[config.mk]
export PLATFORM = sky130hd
export DESIGN_NAME = serial_addsub
export DESIGN_NICKNAME = d
export VERILOG_FILES = /design/src/rtl/addsub_pkg.sv /design/src/rtl/fa_cell.sv /design/src/rtl/serial_addsub.sv
export SDC_FILE = /design/constraint.sdc
export NUM_CORES = 1
export LEC_CHECK = 0
export BUFFER_PORTS_ARGS = -buffer_cell sky130_fd_sc_hd__buf_4
export CORE_MARGIN = 2
export CORE_UTILIZATION = 56
export CTS_CLUSTER_DIAMETER = 30
export DETAILED_ROUTE_END_ITERATION = 8
export GPL_ROUTABILITY_DRIVEN = 0
export PLACE_DENSITY = 0.88
export SLEW_MARGIN = 20
export SYNTH_ARGS = -nofsm -noshare
export SYNTH_HDL_FRONTEND = slang
export SYNTH_SLANG_ARGS = --single-unit
export TNS_END_PERCENT = 20
[constraint.sdc]
create_clock -name clk -period 2.8 [get_ports clk]
set_clock_uncertainty 0.1 [all_clocks]
set_input_delay 0.28 -clock clk [delete_from_list [all_inputs] [get_ports clk]]
set_output_delay 0.28 -clock clk [all_outputs]
set_load 0.02 [all_outputs]
[src/rtl/addsub_pkg.sv]
// Shared types and constants for the digit-serial adder/subtractor.
package addsub_pkg;

    typedef enum logic [1:0] {
        IDLE = 2'd0,
        RUN  = 2'd1,
        DONE = 2'd2
    } state_t;

    localparam logic MODE_ADD = 1'b0;
    localparam logic MODE_SUB = 1'b1;

endpackage

[src/rtl/fa_cell.sv]
// One-bit full adder built from two half-adder stages.
module fa_cell (
    input  logic a,
    input  logic b,
    input  logic cin,
    output logic s,
    output logic cout
);

    logic p;
    logic g1;
    logic g2;

    assign p    = a ^ b;
    assign g1   = a & b;
    assign s    = p ^ cin;
    assign g2   = p & cin;
    assign cout = g1 | g2;

endmodule

[src/rtl/serial_addsub.sv]
// Digit-serial add/subtract: BPC bits per clock, held valid/ready output.
module serial_addsub
    import addsub_pkg::*;
#(
    parameter int WIDTH = 8,
    parameter int BPC   = 1
) (
    input  logic             clk,
    input  logic             rst_n,
    input  logic             in_valid,
    output logic             in_ready,
    input  logic [WIDTH-1:0] a,
    input  logic [WIDTH-1:0] b,
    input  logic             sub,
    output logic             out_valid,
    input  logic             out_ready,
    output logic [WIDTH-1:0] result,
    output logic             carry_out,
    output logic             overflow,
    output logic             zero
);

    localparam int STEPS = WIDTH / BPC;
    localparam int CW    = (STEPS > 1) ? $clog2(STEPS) : 1;

    if (WIDTH < 2) begin : g_chk_w
        $error("serial_addsub: WIDTH must be >= 2");
    end
    if (WIDTH % BPC != 0) begin : g_chk_bpc
        $error("serial_addsub: BPC must divide WIDTH");
    end

    state_t           state;
    state_t           state_nxt;
    logic [WIDTH-1:0] a_sh;
    logic [WIDTH-1:0] b_sh;
    logic [WIDTH-1:0] res_sh;
    logic [WIDTH-1:0] res_nxt;
    logic             carry;
    logic [CW-1:0]    cnt;
    logic [BPC-1:0]   sum;
    logic [BPC:0]     c;
    logic             accept;
    logic             last;

    assign c[0] = carry;

    for (genvar i = 0; i < BPC; i++) begin : g_chain
        fa_cell u_fa (
            .a    (a_sh[i]),
            .b    (b_sh[i]),
            .cin  (c[i]),
            .s    (sum[i]),
            .cout (c[i+1])
        );
    end

    // Sum digits enter at the MSB end so the LSB digit lands last at bit 0.
    if (BPC == WIDTH) begin : g_res_full
        assign res_nxt = sum;
    end else begin : g_res_part
        assign res_nxt = {sum, res_sh[WIDTH-1:BPC]};
    end

    assign in_ready  = (state == IDLE);
    assign out_valid = (state == DONE);
    assign accept    = in_valid & in_ready;
    assign last      = (cnt == CW'(STEPS - 1));
    assign result    = res_sh;

    always_comb begin
        state_nxt = state;
        unique case (state)
            IDLE: if (accept) state_nxt = RUN;
            RUN:  if (last) state_nxt = DONE;
            DONE: if (out_ready) state_nxt = IDLE;
            default: state_nxt = IDLE;
        endcase
    end

    always_ff @(posedge clk or negedge rst_n) begin
        if (!rst_n) begin
            state <= IDLE;
        end else begin
            state <= state_nxt;
        end
    end

    always_ff @(posedge clk or negedge rst_n) begin
        if (!rst_n) begin
            a_sh      <= '0;
            b_sh      <= '0;
            res_sh    <= '0;
            carry     <= 1'b0;
            cnt       <= '0;
            carry_out <= 1'b0;
            overflow  <= 1'b0;
            zero      <= 1'b0;
        end else begin
            if (state == IDLE && accept) begin
                a_sh  <= a;
                b_sh  <= b ^ {WIDTH{sub == MODE_SUB}};
                carry <= (sub == MODE_SUB);
                cnt   <= '0;
            end else if (state == RUN) begin
                a_sh   <= a_sh >> BPC;
                b_sh   <= b_sh >> BPC;
                res_sh <= res_nxt;
                carry  <= c[BPC];
                cnt    <= cnt + 1'b1;
                if (last) begin
                    carry_out <= c[BPC];
                    overflow  <= c[BPC-1] ^ c[BPC];
                    zero      <= (res_nxt == '0);
                end
            end
        end
    end

endmodule

==> results of run 1 <==
-- power breakdown --
part | switching, µW | internal, µW | leakage (µW) | total [µW]
Combinational | 453 | 346 | 0.000470 | 799
Clock | 152 | 95.6 | 0.0000320 | 248
Sequential | 159 | 677 | 0.000424 | 836
Total | 764 | 1120 | 0.000926 | 1880
-- sequential cells by signal, summed over array words and instances, names as in the netlist --
| signal | cells |
|---|---|
| overflow | 1 |
| b_sh | 8 |
| a_sh | 8 |
| carry | 1 |
| cnt | 3 |
| zero | 1 |
| state | 2 |
| carry_out | 1 |
| result | 8 |
-- layout make-up --
class                      instances  area share, %
clock buffer                       6           2.30
clock inverter                     2          0.557
inverter                           1          0.209
multi-input combinational        105           34.5
sequential                        33           46.0
tap                               30           2.09
timing repair buffer              34           14.3
-- metal layers --
metal | up-vias | share of wire (%) | GRT usage (%) | wire length (µm)
li1 | 560 | - | - | -
met1 | 563 | 43 | 26.0 | 1300
met2 | 36 | 51 | 33.8 | 1530
met3 | 2 | 5.4 | 5.58 | 162
met4 | 0 | 0.76 | 7.14 | 23
met5 | - | 0 | 0 | 0
-- synthesized netlist by cell type (2+ instances only) --
| cell | number |
|---|---|
| a221o_1 | 3 |
| ha_1 | 2 |
| xnor2_1 | 9 |
| nor2_1 | 8 |
| buf_6 | 4 |
| o21ai_0 | 5 |
| nand2_1 | 50 |
| nand3_1 | 4 |
| a221o_2 | 4 |
| nor4_1 | 2 |
| dfrtp_1 | 33 |
| a22oi_1 | 8 |
| buf_2 | 3 |
-- critical path, cell delays in order (launching register included) --
cell and delay [ps]:
dfrtp_1 510, or2b_1 270, inv_1 50, buf_4 130
-- worst paths after layout --
| kind | endpoint | slack, ps | from |
|---|---|---|---|
| setup / recovery | out_valid | 1130 | state[1] |
| hold / removal | a_sh[7] | 50 | a[7] |
| setup reg to reg | carry_out | 1210 | cnt[0] |
| hold reg to reg | a_sh[6] | 390 | a_sh[6] |
| max in group asynchronous | b_sh[0] | 1980 | rst_n |
| min in group asynchronous | result[6] | 320 | rst_n |
-- per-stage QoR --
stage,hold slack (ps),utilization [%],cell area [µm²],cells
CTS,40.9,71.2,1800,211
finish,48.3,71.2,1800,211
global placement,135,68.8,1740,202
global route,33.4,71.2,1800,211
floorplan,-116,-,1520,147
detailed placement,148,68.8,1740,202
-- cell families (layout without fill, tap and decap cells) --
| kind of cell | Yosys count | after routing | synth area share, % |
|---|---|---|---|
| and+or+nand+nor | 70 | 70 | 20.4 |
| DFF | 33 | 33 | 54.5 |
| AOI/OAI and AO/OA | 22 | 22 | 11.6 |
| xor gates and xnor gates | 9 | 9 | 5.20 |
| buffers and inverters | 9 | 43 | 4.54 |
| adders and majority gates | 3 | 3 | 2.97 |
| muxes | 1 | 1 | 0.743 |
-- timing repair --
| item | 4_1_cts | 5_1_grt |
|---|---|---|
| endpoints found under the setup margin | 0 | 0 |
| hold buffers | 1 | 0 |
| hold endpoints to repair | 33 | 0 |
-- cell usage in the layout (no fill, tap or decap), drive strengths merged, types with 2 or more instances in the layout --
cell    instances
a221o           7
nor2            8
nor4            2
o21ai           6
buf            33
xnor2           9
a22oi           8
clkbuf          6
nand3           4
dfrtp          33
nand2          50
clkinv          2
ha              2
==> results by group, run 1 <==
CTS
  • Resize count post-CTS: 0
  • CTS Buf Count: 5
  • Clock Sink Count: 33
  • Post-CTS Setup Repair Bufs: 0
  • Worst-Skew Late Latency: 330 ps
  • Clock transition at the registers of the reported paths: roughly 90 ps
  • Root Buffer: clkbuf_4
  • Clk buf depth: 2
  • CTS tree: yes
  • H-Tree Depth: 2

STA
  • TNS Setup: 0 ps
  • Tmin final: about 1700 ps
  • Final cycle utilization of the critical path: roughly three fifths
  • Final worst setup slack: around 1100 ps
  • Max Clock Freq: 0.600 GHz
  • Hold Fails Final Rpt: 0
  • Final setup violation count: 0
  • Worst Tran Pin Value: ~650 ps
  • Slew Limit Fails: 0
  • Slew margin rel.: roughly 56%
  • RSZ-0062 raised after global routing: no

Global route
  • GRT Resource Usage Total: a little over 20%
  • Initial antenna violation count: 0
  • Largest net degree at the start of global routing: 34
  • First-pass GRT wire length: approximately 5000 µm
  • Gr ovfl total: 0
  • Vias in the first global route: roughly 1,100

Yosys
  • Library cells used by synthesis: 25
  • Top-area cell type share of the netlist area: between 50 and 60%
  • Syn_area_per_cell: a little over 10 µm²
  • Syn Inst Count: 147
  • Top cells by area, synth: dfrtp_1 55%, nand2_1 12%, xnor2_1 5.2%
  • Post-Syn Area: approximately 0.0015 mm²
  • Seq cells post-synth: 33
  • Commonest register cell after synthesis: dfrtp_1
  • Syn_nets: between 150 and 200
  • Seq/Total Area, Yosys: between 50% and 60%
  • Area leader, netlist: dfrtp_1
  • Post-synth ARST share: 100%
  • Number of synthesized flops with an enable pin: 0
  • Synth warnings: 0

Finish
  • Net count, final: 204
  • Layout cells sized above 1: a little over a quarter
  • Area growth syn-to-layout: 18.6%
  • Area taken by multi-input logic gates: 621 µm²
  • Antenna Cells: 0
  • Register area: 826 µm²
  • Fill count: 203

Power and ir drop
  • Total power: around 1900 µW
  • Peak supply drop: approximately 0.96 mV
  • P_leak: between 0.0009 and 0.001 µW
  • Power per Cell Area: between 1000 and 1500 mW/mm²

Setup path
  • Worst setup SP type: register
  • Worst EP required: roughly 2400 ps
  • Worst setup path class: reg -> out
  • Crit Path Max Fanout: 8
  • Critical path capture point type: output port
  • R2R depth: 4
  • Data arrival time of the critical path: approximately 1300 ps

Routing
  • DRC viols: 0
  • Vias: roughly 1,200
  • Wire length per cell: about 14 µm
  • Via/cell ratio: approximately 5.5
  • Initial DRC count: 29
  • DRT antenna net count: 0
  • Drt total wl: around 3000 µm
  • DR pass1 iterations: 4

Run status
  • Outcome: complete, no violations

Place
  • DP Worst Slack: 1220 ps
  • IO Port Bufs: 33
  • HPWL after detailed placement: 2130 µm

Worst hold path
  • Hold Path Class: in -> reg
  • Worst hold stages: 3

Die
  • Die width: between 50 and 60 µm
  • Die area: 0.00314 mm²
  • Starting density of the core: ~60%
  • Die height: ~56 µm
  • Rows: 18
  • IO Count: 34
  • Core ar.: 0.00252 mm²

Run
  • MaxCap Viol Count: 0
(Power assumes the default switching activity.)
==> run 2, diff against run 1 <==
Settings changed: CORE_UTILIZATION 56 to 47, PLACE_DENSITY 0.88 to 0.8.
Clock period 2.8 ns to 1.33 ns, I/O delays scaled along.
==> run 2 against run 1 <==
The flow now finishes with violations (setup timing). Flip-flop and latch count did not move. Non-clock buffer count rose by 29. Die area rose by 18%. Combinational power rose to 2.9 times the previous value. Global-route usage rose by 2.7 points. First-iteration DRC count rose to 3.4 times the previous value. Final area rose by 20%. Critical path type unchanged. Largest cell class unchanged. Largest power group is now combinational logic.
==> results by group, run 2 (synthesis results as in run 1) <==
Die
  • Core ar.: 0.00305 mm² (+21%)
  • Die width: 60.8 µm (+8.5%)
  • Die area: 0.00369 mm² (+18%)
  • Rows: 20 (+2)
  • IO Count: 34 (unchanged)
  • Starting density of the core: 49.6% (-10 points)
  • Die height: 60.8 µm (+8.5%)

STA
  • Hold Fails Final Rpt: 0 (unchanged)
  • Final setup violation count: 32 (+32)
  • Worst Tran Pin Value: 414 ps (-239 ps)
  • TNS Setup: -2690 ps (-2690 ps)
  • Max Clock Freq: 0.654 GHz
  • Slew Limit Fails: 0 (unchanged)
  • RSZ-0062 raised after global routing: yes
  • Final worst setup slack: -200 ps (-1330 ps)
  • Slew margin rel.: 72.4% (+16 points)
  • Tmin final: about 1500 ps
  • Final cycle utilization of the critical path: 115%

Setup path
  • Critical path capture point type: output port
  • Crit Path Max Fanout: 3 (-5)
  • Worst r2r src: state[1]
  • Worst reg-to-reg setup slack: -150 ps (-1360 ps)
  • R2R depth: 7 (+3)
  • Worst setup path end: out_valid
  • Worst setup SP type: register
  • Worst Setup SP: state[0]
  • Worst R2R End: a_sh[0]
  • Worst setup path class: reg -> out
  • Worst EP required: 1100 ps (-1320 ps)
  • Data arrival time of the critical path: 1300 ps (about the same)

CTS
  • Worst-Skew Late Latency: 340 ps (about the same)
  • Clk buf depth: 2 (unchanged)
  • Clock transition at the registers of the reported paths: 100 ps (about the same)
  • Clock Sink Count: 33 (unchanged)
  • CTS tree: yes
  • CTS Buf Count: 5 (unchanged)
  • Root Buffer: clkbuf_4
  • H-Tree Depth: 2 (unchanged)

Finish
  • Most frequent cells in the layout: 50 x nand2_1, 45 x buf_4, 32 x dfrtp_1
  • Area growth syn-to-layout: 41.9%
  • Post-route insts no fill: 255 (+21%)
  • Antenna Cells: 0 (unchanged)
  • Fin util: 70.5% (-0.78 points)
  • Commonest non-fill, non-tap cell in the layout: nand2_1
  • Layout cells sized above 1: 37.9% (+11 points)
  • Net count, final: 234 (+15%)

Place
  • HPWL after detailed placement: 2330 µm (+9.5%)
  • IO Port Bufs: 33 (unchanged)
  • Placed insts: 230 (+14%)
  • DP Worst Slack: -148 ps (-1370 ps)

Routing
  • DRT antenna net count: 0 (unchanged)
  • Initial DRC count: 99 (+240%)
  • DR pass1 iterations: 4 (unchanged)
  • DRC viols: 0 (unchanged)
  • Drt total wl: 3680 µm (+22%)
  • Wire length per cell: 14.4 µm (+0.78%)
  • Via/cell ratio: 5.13 (-6.7%)
  • Vias: 1,309 (+13%)

Power and ir drop
  • Total power: 4630 µW (+150%)
  • P_leak: 0.00107 µW (+16%)
  • Power per Cell Area: 2150 mW/mm² (+110%)
  • Peak supply drop: 1.05 mV (+8.8%)

Global route
  • First-pass GRT wire length: 6160 µm (+24%)
  • Gr ovfl total: 0 (unchanged)
  • Largest net degree at the start of global routing: 34 (unchanged)
  • GRT Resource Usage Total: 23.2% (+2.7 points)
  • Initial antenna violation count: 0 (unchanged)
  • Vias in the first global route: 1,412 (+28%)

Run status
  • Outcome: finished with violations
  • Failing checks: setup timing

Run
  • MaxCap Viol Count: 0 (unchanged)

Worst hold path
  • Hold Path Class: in -> reg
run 2: changes by cell type in the layout (fill, tap and decap cells not counted), moves of 2 or more:
cell | before | now
buf_4 | 33 | 45
buf_6 | 0 | 7
dlygate4sd3_1 | 1 | 11
ha_1 | 2 | 0
nor2_1 | 8 | 5
nor2_2 | 0 | 2
o21ai_0 | 5 | 3
run 2: worst min path at each step:
stage                           end  cells after the start  start  slack, ps
after floorplan             a_sh[0]                      0  rst_n       -260
after global placement    carry_out                      1  rst_n        -10
after global routing        b_sh[6]                      4   b[6]         60
after CTS                     carry                      3    sub         50
final                       b_sh[6]                      4   b[6]         50
after detailed placement   overflow                      1  rst_n         -3
run 2: layout make-up:
type	count	area (µm²)
Clock buffer	5	37.5
Clock inverter	3	17.5
Fill cell	259	902
Inverter	1	3.75
Multi-Input combinational cell	106	683
Sequential cell	33	827
Tap cell	44	55.1
Timing Repair Buffer	63	527
run 2: what timing repair did:
| action | in CTS | in global routing |
|---|---|---|
| endpoints found under the setup margin | 23 | 35 |
| hold endpoints to repair | 43 | 0 |
| hold buffers | 11 | 0 |
| pin swaps | 7 | 2 |
| buffers inserted | 5 | 0 |
| resized for setup | 16 | 4 |
| cloned | 1 | 0 |
run 2: through the flow:
stage	instance area (µm²)	hold WS, ps
2_1_floorplan	1530	-263
5_1_grt	2150	63.1
6_report	2150	54.4
4_1_cts	2140	50.4
3_5_place_dp	1870	-3.07
3_3_place_gp	1870	-12.4
run 2: critical path, stage by stage, from the launching register on:
cell,delay [ps]
dfrtp_1,420
buf_6,130
or2b_1,250
inv_2,60
buf_6,100
run 2: where the power goes:
part	switching [µW]	total, µW	internal (µW)
clock network	349	548	199
registers	314	1740	1430
logic	1180	2340	1160
total	1850	4630	2780
run 2: per-layer routing:
layer | GRT usage, % | vias up | wire [µm] | part of all wire (%)
li1 | - | 624 | - | -
met1 | 25.3 | 638 | 1500 | 41
met2 | 41.3 | 38 | 1930 | 53
met3 | 7.04 | 9 | 155 | 4.2
met4 | 10.2 | 0 | 93 | 2.5
met5 | 0 | - | 0 | 0
